### src/rtl/lc3_pkg.sv
`default_nettype none
// ============================================================================
// Module   : lc3_pkg
// Brief    : Shared types for the LC-3 writeback path
// Revision : 1.0
// ============================================================================
package lc3_pkg;

    localparam int C_REG_ADDR_W = 3;
    localparam int C_WORD_W     = 16;

    typedef logic [C_REG_ADDR_W-1:0] reg_addr_t;
    typedef logic [C_WORD_W-1:0]     word_t;

    // Names the requester that wins when both ask in the same cycle
    typedef enum logic [0:0] {
        PRI_A = 1'b0,
        PRI_B = 1'b1
    } pri_state_t;

endpackage : lc3_pkg
`default_nettype wire

### src/rtl/rr_arb2.sv
`default_nettype none
// ============================================================================
// Module   : rr_arb2
// Brief    : Two-requester round-robin arbiter with one-hot grants
// Revision : 1.0
// ============================================================================
module rr_arb2
    import lc3_pkg::*;
(
    input  logic clock,
    input  logic reset,
    input  logic req_a,
    input  logic req_b,
    output logic gnt_a,
    output logic gnt_b
);

    pri_state_t r_state;
    pri_state_t w_state_next;

    always_ff @(posedge clock) begin
        if (reset) begin
            r_state <= PRI_A;
        end else begin
            r_state <= w_state_next;
        end
    end

    // Grants are suppressed during reset so nothing is accepted that would be dropped
    always_comb begin
        w_state_next = r_state;
        gnt_a        = 1'b0;
        gnt_b        = 1'b0;
        if (!reset) begin
            gnt_a = req_a && (!req_b || (r_state == PRI_A));
            gnt_b = req_b && (!req_a || (r_state == PRI_B));
        end
        if (gnt_a) begin
            w_state_next = PRI_B;
        end else if (gnt_b) begin
            w_state_next = PRI_A;
        end
    end

endmodule : rr_arb2
`default_nettype wire

### src/rtl/regfile_wb_arbiter.sv
`default_nettype none
// ============================================================================
// Module   : regfile_wb_arbiter
// Brief    : Arbitrates ALU/load writebacks into the register file, tracks pending writes
// Revision : 1.0
// ============================================================================
module regfile_wb_arbiter
    import lc3_pkg::*;
#(
    parameter int DATA_W = 16,
    parameter int REG_N  = 8
) (
    input  logic              clock,
    input  logic              reset,
    input  logic              a_valid,
    output logic              a_ready,
    input  reg_addr_t         a_dr,
    input  logic [DATA_W-1:0] a_data,
    input  logic              b_valid,
    output logic              b_ready,
    input  reg_addr_t         b_dr,
    input  logic [DATA_W-1:0] b_data,
    input  logic              issue_valid,
    input  reg_addr_t         issue_dr,
    output logic              rf_wr,
    output reg_addr_t         rf_dr,
    output logic [DATA_W-1:0] rf_din,
    output logic [REG_N-1:0]  busy
);

    logic              w_gnt_a;
    logic              w_gnt_b;
    logic              r_rf_wr;
    reg_addr_t         r_rf_dr;
    logic [DATA_W-1:0] r_rf_din;
    logic [REG_N-1:0]  r_busy;
    logic [REG_N-1:0]  w_set;
    logic [REG_N-1:0]  w_clr;

    rr_arb2 u_arb (
        .clock (clock),
        .reset (reset),
        .req_a (a_valid),
        .req_b (b_valid),
        .gnt_a (w_gnt_a),
        .gnt_b (w_gnt_b)
    );

    assign a_ready = w_gnt_a;
    assign b_ready = w_gnt_b;

    // Clear tracks the write being committed now; set is applied last so it wins
    always_comb begin
        w_set = '0;
        w_clr = '0;
        if (issue_valid) begin
            w_set[issue_dr] = 1'b1;
        end
        if (r_rf_wr) begin
            w_clr[r_rf_dr] = 1'b1;
        end
    end

    always_ff @(posedge clock) begin
        if (reset) begin
            r_rf_wr  <= 1'b0;
            r_rf_dr  <= '0;
            r_rf_din <= '0;
            r_busy   <= '0;
        end else begin
            r_rf_wr <= w_gnt_a || w_gnt_b;
            if (w_gnt_a) begin
                r_rf_dr  <= a_dr;
                r_rf_din <= a_data;
            end else if (w_gnt_b) begin
                r_rf_dr  <= b_dr;
                r_rf_din <= b_data;
            end
            r_busy <= (r_busy & ~w_clr) | w_set;
        end
    end

    assign rf_wr  = r_rf_wr;
    assign rf_dr  = r_rf_dr;
    assign rf_din = r_rf_din;
    assign busy   = r_busy;

endmodule : regfile_wb_arbiter
`default_nettype wire

### config.mk
export PLATFORM = sky130hd
export DESIGN_NAME = regfile_wb_arbiter
export DESIGN_NICKNAME = d
export VERILOG_FILES = /design/src/rtl/lc3_pkg.sv /design/src/rtl/rr_arb2.sv /design/src/rtl/regfile_wb_arbiter.sv
export SDC_FILE = /design/constraint.sdc
export NUM_CORES = 1
export LEC_CHECK = 0
export BUFFER_PORTS_ARGS = -buffer_cell sky130_fd_sc_hd__buf_4
export CORE_MARGIN = 2
export CORE_UTILIZATION = 40
export CTS_BUF_LIST = sky130_fd_sc_hd__clkbuf_2 sky130_fd_sc_hd__clkbuf_4 sky130_fd_sc_hd__clkbuf_8
export CTS_CLUSTER_SIZE = 20
export DETAILED_ROUTE_END_ITERATION = 8
export HOLD_SLACK_MARGIN = 0.15
export PLACE_DENSITY_LB_ADDON = 0.3
export SKIP_CTS_REPAIR_TIMING = 1
export SYNTH_ARGS = -nofsm -noshare
export SYNTH_HDL_FRONTEND = slang
export SYNTH_SLANG_ARGS = --single-unit
### constraint.sdc
create_clock -name clock -period 1.6 [get_ports clock]
set_clock_uncertainty 0.05 [all_clocks]
set_input_delay 0.24 -clock clock [delete_from_list [all_inputs] [get_ports clock]]
set_output_delay 0.24 -clock clock [all_outputs]
set_load 0.05 [all_outputs]
==> results of run 1 <==
==> tightest hold or removal path: cells and delay by family <==
family,cells,cell delay (ps)
buf+inv,1,120
simple gates,1,70
compound gates,1,50
==> layout make-up <==
cell class	instances	area, sq um	area share
tap	44	55.1	0.0273
clock buffer	6	45.0	0.0224
inverter	1	3.75	0.00186
multi-input combinational	98	686	0.340
sequential	29	582	0.289
clock inverter	2	10.0	0.00497
timing repair buffer	83	633	0.314
==> synth_stat cells <==
master,instances
a21oi_2,1
o31ai_1,2
nand2_1,6
o21a_1,1
nor2_1,3
nor3b_1,20
nor3_4,1
and3_1,19
a221o_1,19
buf_2,8
nand2b_1,3
o21ai_0,6
dfxtp_1,29
inv_1,1
nand3_1,4
clkbuf_1,4
a21oi_1,8
nor2b_1,4
nand4_1,1
==> routing by layer <==
| layer | wire length [um] | vias to the layer above | global-route usage |
|---|---|---|---|
| met4 | 12 | 0 | 0.0547 |
| met2 | 2110 | 45 | 0.406 |
| met1 | 1480 | 677 | 0.217 |
| li1 | - | 691 | - |
| met3 | 190 | 2 | 0.0567 |
| met5 | 0 | - | 0 |
==> worst max-delay path by stage <==
stage | from | slack, ps | end | depth (start not counted)
3_5_place_dp | a_valid | 180 | rf_din[10] | 3
5_1_grt | u_arb.r_state | 6 | a_ready | 5
3_3_place_gp | a_valid | 220 | rf_din[8] | 3
6_report | u_arb.r_state | 80 | a_ready | 5
4_1_cts | u_arb.r_state | -10 | a_ready | 5
2_1_floorplan | reset | 70 | b_ready | 3
==> kinds of logic after synthesis <==
| logic type | Yosys count | synth area share |
|---|---|---|
| buf+inv | 13 | 0.0445 |
| compound gates | 37 | 0.221 |
| flops | 29 | 0.440 |
| simple gates | 61 | 0.295 |
==> cells in the final DEF (no fill, tap or decap), types with 2 or more instances in the layout <==
master,netlist,routed
buf_4,0,80
dfxtp_1,29,28
nor3b_1,20,19
and3_1,19,19
a221o_1,19,19
a21oi_1,8,8
nand2_1,6,6
o21ai_0,6,6
clkbuf_4,0,6
nor2b_1,4,4
nand3_1,4,4
nor2_1,3,3
nand2b_1,3,3
o31ai_1,2,2
clkinv_2,0,2
buf_6,0,2
==> sequential cells by signal (all words and copies together), names as in the netlist <==
signal,count
rf_din,16
rf_dr,3
rf_wr,1
busy,8
u_arb.r_state,1
==> power by group through the flow <==
stage	clock (uW)	combinational, uW	sequential, uW
floorplan	0	152	1020
global placement	0	547	835
detailed placement	0	558	837
CTS	431	559	820
global route	476	599	826
finish	415	565	820
==> metrics by stage <==
step / area, sq um / worst slack, ps / utilization
3_5_place_dp: 1930 / 176 / 0.621
4_1_cts: 1980 / -10.8 / 0.638
3_3_place_gp: 1930 / 220 / 0.621
6_report: 2010 / 75.1 / 0.649
2_1_floorplan: 1330 / 66.4 / -
5_1_grt: 2010 / 6.43 / 0.649
==> flow_metrics.tcl, run 1 <==
set metrics [dict create \
    status "finished clean" \
    crit_family "flip-flops" \
    vdd_drop_max_mv 0.505 \
    min_path_cells 3 \
    worst_r2r_endpoint "rf_din[10]" \
    drive_gt1_frac 0.434 \
    grt_pass1_vias 1348 \
    vias 1415 \
    grt_use_total 0.208 \
    ioPinCount 76 \
    p_total_uw 1800 \
    critPathCaptureType "output port" \
    post-route-period-util 0.953 \
    antenna_left 0 \
    drv_cap 0 \
    core_area_sq_mm 0.00310 \
    grt_max_degree 29 \
    initialDrtViolationCount 34 \
    root_buffer "clkbuf_4" \
    worstRegToRegCells 5 \
    grt_pass1_wl_um 5750 \
    hold_end "busy[6]" \
    grt-ovfl-total 0 \
    h-tree-depth 2 \
    switching_share 0.337 \
    clk_path_buf_depth 2 \
    dieArea_sq_mm 0.00378 \
    r2r_slack_ps 260 \
    hold_path_class "input pin to flip-flop" \
    filler_cell_count 302 \
    portBuffers 75 \
    syn_to_final_growth_pct 52.6 \
    numCtsBuffers 5 \
    drcViolationCount 0 \
    dr.pass1.iters 4 \
    start_kind "flip-flop" \
    synth_area_per_cell_sq_um 9.43 \
    dp_cells 252 \
    cts_sinks 29 \
    pwr-share-seq 0.456 \
    clk_latency_ps 310 \
    finalWeightedCongestion 0.834 \
    antennaDiodeCount 0 \
    slew_headroom 0.527 \
    syn_nets 186 \
    path_clk_slew_ps 90 \
    initial_core_util 0.425 \
    ys_types 19 \
    crit_path_top_delay_cell "dfxtp_2" \
    r2r_start "u_arb.r_state" \
    ys_warn_count 0 \
    ys_ff_latch 29 \
    syn_inst 140 \
    cp_cell_sequence "a21oi_2 > nand2_1 > buf_6 > inv_2 > buf_6" \
    cp.required_ps 1310 \
    path_common_cell "buf_6" \
    synth_top_area_frac 0.440 \
    dp_hpwl_um 2790 \
    min_from "issue_valid" \
    num-nets-final 264 \
    powerDensity_mw_per_mm2 894 \
    totalWireLength_um 3790 \
    hold_viol 0 \
    post-route-min-period_ps 1520 \
    max_freq_mhz 656 \
    netlist_area_sq_mm 0.00132 \
    rsz0062_at_grt "no" \
    synth_top_area_cell "dfxtp_1" \
    floorplan.rows 20 \
    routed_via_density 5.38 \
    maxSlewViolCount 0 \
    die_y_um 61.4 \
    arrival_ps 1230 \
    synth_area_leaders "dfxtp_1, a221o_1, nor3b_1" \
    tritoncts "yes" \
    antenna_found_initial 0 \
    power.internal_uw 1190 \
    die_w_um 61.4 \
    p_leak_uw 0.000952 \
    wl_per_cell_um 14.4 \
    p_sw_uw 608 \
    setup-tns-final_ps 0 \
    cp_slowest_stage_delay_ps 340 \
    hold_ws_ps 172 \
    stdcell_count 263 \
    critPathMaxFanout 7 \
    p_clk_frac 0.230 \
    setup_violations 0 \
    power_frac_comb 0.314 \
    crit_buf_inv 3 \
    worst_pin_slew_ps 707 \
    path_class "flip-flop to output port" \
    ys_seq_area_frac 0.440 \
]
Note: power is estimated with default switching activity, not from simulation.
==> inputs of run 2 (changes only) <==
--- a/config.mk
+++ b/config.mk
@@ -7,2 +7,3 @@
 export LEC_CHECK = 0
+export ABC_AREA = 1
 export BUFFER_PORTS_ARGS = -buffer_cell sky130_fd_sc_hd__buf_4
@@ -15,2 +16,3 @@
 export PLACE_DENSITY_LB_ADDON = 0.3
+export RECOVER_POWER = 25
 export SKIP_CTS_REPAIR_TIMING = 1
==> constraint.sdc (replaced) <==
create_clock -name clock -period 1.6 [get_ports clock]
set_clock_uncertainty 0.05 [all_clocks]
set_input_delay 0.08 -clock clock [delete_from_list [all_inputs] [get_ports clock]]
set_output_delay 0.08 -clock clock [all_outputs]
set_load 0.05 [all_outputs]
==> flow_metrics.tcl, run 2 <==
set metrics [dict create \
    status "finished clean" \
    grt_pass1_vias 1519 \
    antennaDiodeCount 0 \
    finalWeightedCongestion 0.775 \
    maxSlewViolCount 0 \
    slew_headroom 0.591 \
    post-route-min-period_ps 1480 \
    totalWireLength_um 4750 \
    yosys.area_share.adder 0 \
    ys_types 15 \
    synth_top_family_by_area "simple AND/OR/NAND/NOR gates" \
    path_clk_slew_ps 60 \
    ioPinCount 76 \
    crit_path_top_delay_cell "dlygate4sd3_1" \
    netlist_area_sq_mm 0.00150 \
    synth_common_cells "nand2_1, inv_1, dfxtp_1" \
    worst_pin_slew_ps 617 \
    grt_max_degree 23 \
    grt_busiest_layer "met2" \
    critPathCaptureType "flip-flop" \
    clk_path_buf_depth 2 \
    drcViolationCount 0 \
    tritoncts "yes" \
    synth_area_per_cell_sq_um 6.56 \
    filler_cell_count 350 \
    synth_top_area_frac 0.387 \
    cp.required_ps 1760 \
    hold_viol 0 \
    p_leak_uw 0.00126 \
    h-tree-depth 2 \
    grt_pass1_wl_um 6540 \
    portBuffers 75 \
    rsz0062_at_grt "no" \
    drv_cap 0 \
    switching_share 0.335 \
    critPathMaxFanout 4 \
    start_kind "input pin" \
    ys_warn_count 0 \
    cp_slowest_stage_delay_ps 570 \
    grt-ovfl-total 0 \
    grt_use_total 0.196 \
    initial_core_util 0.413 \
    synth_edf_count 0 \
    hold_ws_ps 103 \
    syn_inst 229 \
    die_w_um 65.3 \
    synthMuxAreaShare 0 \
    final_common_cell "buf_4" \
    numCtsBuffers 5 \
    yosys.area_share.simple 0.296 \
    utilization 0.673 \
    syn_nets 275 \
    use_met2 0.338 \
    cp_cell_sequence "dlygate4sd3_1 > buf_4 > nor2_1 > dlygate4sd3_1 > nand2_1 > a21oi_1" \
    vdd_drop_max_mv 0.439 \
    wl_per_cell_um 12.4 \
    met1_usage 0.237 \
    routed_via_density 4.86 \
    path_common_cell "dlygate4sd3_1" \
    syn_to_final_growth_pct 62.7 \
    root_buffer "clkbuf_8" \
    vias 1865 \
    ys_seq_area_frac 0.387 \
    ys_ff_latch 29 \
    max_freq_mhz 674 \
    place_ws_ps 416 \
    cts_sinks 29 \
    powerDensity_mw_per_mm2 820 \
    crit_family "buffers and inverters" \
    drive_gt1_frac 0.241 \
    arrival_ps 1640 \
    dieArea_sq_mm 0.00426 \
    dp_hpwl_um 2920 \
    clk_latency_ps 280 \
    async_flop_share 0 \
    core_area_sq_mm 0.00363 \
    antenna_found_initial 0 \
    mostFrequentLayoutCells "buf_4, nand2_1, inv_1" \
    setup_violations 0 \
    post-route-period-util 0.928 \
    floorplan.rows 22 \
    fin_ws_ps 116 \
    largest_reg_flops 16 \
    power_frac_comb 0.308 \
    antenna_left 0 \
    grtUsageMet3 0.0497 \
    synth_xor_area_frac 0 \
    path_class "input pin to flip-flop" \
    power.internal_uw 1330 \
    synth_top_area_cell "dfxtp_1" \
    p_sw_uw 672 \
    hold_path_class "input pin to flip-flop" \
    num-nets-final 381 \
    synth.most_common_cell "nand2_1" \
    die_y_um 65.3 \
    crit_buf_inv 3 \
    initialDrtViolationCount 106 \
    p_clk_frac 0.293 \
    dr.pass1.iters 4 \
    pwr-share-seq 0.399 \
    synth_area_leaders "dfxtp_1, nand2_1, inv_1" \
    synthFlopType "dfxtp_1" \
    synth_compound_area_frac 0.131 \
    setup-tns-final_ps 0 \
]
## run 2: cell count changes after synthesis, sizes merged, moves of 2 or more
cell and change:
a21oi +19, a221o -19, and3 -19, buf +6, clkbuf -3, inv +47
nand2 +50, nand2b -3, nand3 +16, nand4 +18, nor2b -4, nor3b -20
o21ai +3, o31ai -2
## run 2: per-layer routing
metal	vias up	part of all wire
met2	66	0.51
li1	939	-
met1	850	0.42
met5	-	0
met3	10	0.050
met4	0	0.017
## run 2: power by group through the flow
stage	clock (uW)	combinational [uW]	sequential (uW)
floorplan	0	196	977
global placement	0	556	815
detailed placement	0	560	815
CTS	603	562	799
global route	660	664	804
finish	588	617	799
## run 2: final cells by class
| cell class | instances | area, sq um | share of cell area |
|---|---|---|---|
| Timing Repair Buffer | 114 | 891 | 0.365 |
| Multi-Input combinational cell | 137 | 646 | 0.264 |
| Sequential cell | 29 | 581 | 0.238 |
| Inverter | 48 | 180 | 0.0737 |
| Clock buffer | 6 | 76.3 | 0.0312 |
| Tap cell | 48 | 60.1 | 0.0246 |
| Clock inverter | 2 | 10.0 | 0.00410 |
## run 2: worst register-to-register path: stages (launching register included)
cell and delay (ps):
dfxtp_1 320, nand2_1 80, nand3_1 90, buf_4 190, nand2_1 90, nand3_1 100
nand2_1 90, inv_1 30
## run 2: cell families (layout without fill, tap and decap cells)
logic type,Yosys count,count (layout)
DFF,29,29
buffers and inverters,63,170
and+or+nand+nor,99,99
AOI/OAI and AO/OA,38,38
## run 2: path summary, 6_finish.rpt
kind,slack (ps),endpoint,startpoint,cells past startpoint
setup / recovery,120,busy[2],issue_dr[2],6
hold / removal,100,rf_din[0],a_data[0],5
setup reg to reg,460,rf_din[1],u_arb.r_state,7
hold reg to reg,420,busy[6],busy[6],2
## run 2: per-stage QoR
| step | instances | total power (uW) | instance area (sq um) |
|---|---|---|---|
| after floorplan | 229 | 1170 | 1510 |
| after global placement | 344 | 1370 | 2080 |
| after detailed placement | 344 | 1380 | 2080 |
| after CTS | 352 | 1960 | 2170 |
| after global routing | 384 | 2130 | 2440 |
| final | 384 | 2000 | 2440 |
==> inputs of run 3 (changes only) <==
Settings changed: CORE_UTILIZATION 40 to 45.
==> flow_metrics.tcl, run 3 (same netlist as run 2, synthesis figures left out) <==
set metrics [dict create \
    root_buffer "clkbuf_4" \
    status "finished clean" \
    hold_path_class "input pin to flip-flop" \
    largest_reg_flops 16 \
    initial_core_util 0.484 \
    vias 2038 \
    final_common_cell "buf_4" \
    setup_violations 0 \
    antenna_found_initial 1 \
    cp_slowest_stage_delay_ps 560 \
    floorplan.rows 20 \
    path_class "input pin to flip-flop" \
    min_path_cells 6 \
    dieArea_sq_mm 0.00381 \
    wl_per_cell_um 14.3 \
    dr.pass1.iters 5 \
    maxSlewViolCount 0 \
    cp_cell_sequence "dlygate4sd3_1 > clkbuf_4 > nand2_1 > dlygate4sd3_1 > inv_1 > nand2_1 > a21oi_1" \
    clk_latency_ps 340 \
    cts_sinks 29 \
    num-nets-final 393 \
    totalWireLength_um 5610 \
    hold_end "rf_din[6]" \
    hold_ws_ps 120 \
    finalWeightedCongestion 0.812 \
    core_area_sq_mm 0.00310 \
    die_w_um 61.8 \
    start_kind "input pin" \
    h-tree-depth 2 \
    portBuffers 75 \
    hold_viol 0 \
    critPathCaptureType "flip-flop" \
    drv_cap 0 \
    post-route-period-util 0.897 \
    worstRegToRegCells 7 \
    r2r_slack_ps 260 \
    routed_via_density 5.19 \
    slew_headroom 0.575 \
    dp_hpwl_um 3050 \
    grt_pass1_vias 1532 \
    mostFrequentLayoutCells "buf_4, nand2_1, inv_1" \
    drcViolationCount 0 \
    initialDrtViolationCount 233 \
    numCtsBuffers 5 \
    syn_to_final_growth_pct 69.7 \
    die_y_um 61.8 \
    crit_path_top_delay_cell "dlygate4sd3_1" \
    antenna_left 0 \
    min_from "reset" \
    setup-tns-final_ps 0 \
    post-route-min-period_ps 1440 \
    r2r_start "u_arb.r_state" \
    tritoncts "yes" \
    crit_buf_inv 4 \
    grt_pass1_wl_um 6380 \
    critPathMaxFanout 4 \
    powerDensity_mw_per_mm2 778 \
    arrival_ps 1660 \
    max_freq_mhz 697 \
    crit_family "buffers and inverters" \
    grt_use_total 0.230 \
    ioPinCount 76 \
    filler_cell_count 231 \
    worst_r2r_endpoint "rf_dr[1]" \
    cp.required_ps 1830 \
    vdd_drop_max_mv 0.475 \
    clk_path_buf_depth 2 \
    p_leak_uw 0.00130 \
    drive_gt1_frac 0.233 \
    grt_max_degree 30 \
    rsz0062_at_grt "no" \
    path_clk_slew_ps 100 \
    grt-ovfl-total 0 \
    worst_pin_slew_ps 640 \
]
-- run 3: cell type report --
| type | count | area (sq um) | area share |
|---|---|---|---|
| antenna | 1 | 2.50 | 0.000982 |
| clock buffer | 7 | 65.1 | 0.0255 |
| clock inverter | 1 | 5.00 | 0.00196 |
| inverter | 48 | 180 | 0.0707 |
| multi-input combinational | 137 | 646 | 0.253 |
| sequential | 29 | 581 | 0.228 |
| tap | 44 | 55.1 | 0.0216 |
| timing repair buffer | 126 | 1010 | 0.398 |
-- run 3: worst max-delay path by stage --
| stage | cells past startpoint | start | to |
|---|---|---|---|
| 2_1_floorplan | 3 | reset | b_ready |
| 3_3_place_gp | 6 | a_valid | rf_dr[1] |
| 3_5_place_dp | 6 | a_valid | rf_dr[0] |
| 4_1_cts | 4 | u_arb.r_state | a_ready |
| 5_1_grt | 7 | issue_dr[0] | busy[7] |
| 6_report | 7 | issue_dr[0] | busy[5] |
-- run 3: layer usage --
| metal | vias to the layer above | share of wire | GRT usage |
|---|---|---|---|
| li1 | 966 | - | - |
| met1 | 913 | 0.35 | 0.265 |
| met2 | 129 | 0.53 | 0.409 |
| met3 | 30 | 0.072 | 0.0621 |
| met4 | 0 | 0.050 | 0.0790 |
| met5 | - | 0 | 0 |
-- run 3: worst reg2reg max path, stage by stage (launching register included) --
cell	delay (ps)
dfxtp_1	340
nand2_1	80
nand3_1	210
buf_4	260
nand2_1	80
nand3_1	90
nand2_1	90
inv_1	50
-- run 3: metrics by stage --
| step | instances | total power (uW) | util | area [sq um] | setup WS [ps] |
|---|---|---|---|---|---|
| 6_report | 393 | 1980 | 0.821 | 2550 | 164 |
| 5_1_grt | 393 | 2070 | 0.821 | 2550 | 81.1 |
| 4_1_cts | 347 | 1900 | 0.690 | 2140 | 204 |
| 3_5_place_dp | 339 | 1380 | 0.667 | 2070 | 338 |
| 3_3_place_gp | 339 | 1370 | 0.667 | 2070 | 348 |
| 2_1_floorplan | 229 | 1170 | - | 1510 | 351 |
-- run 3: where the power goes --
part	switching, uW	internal [uW]	leakage (uW)
Sequential	31.2	771	0.000239
Clock	274	254	0.0000413
Combinational	392	261	0.00102
Total	697	1290	0.00130
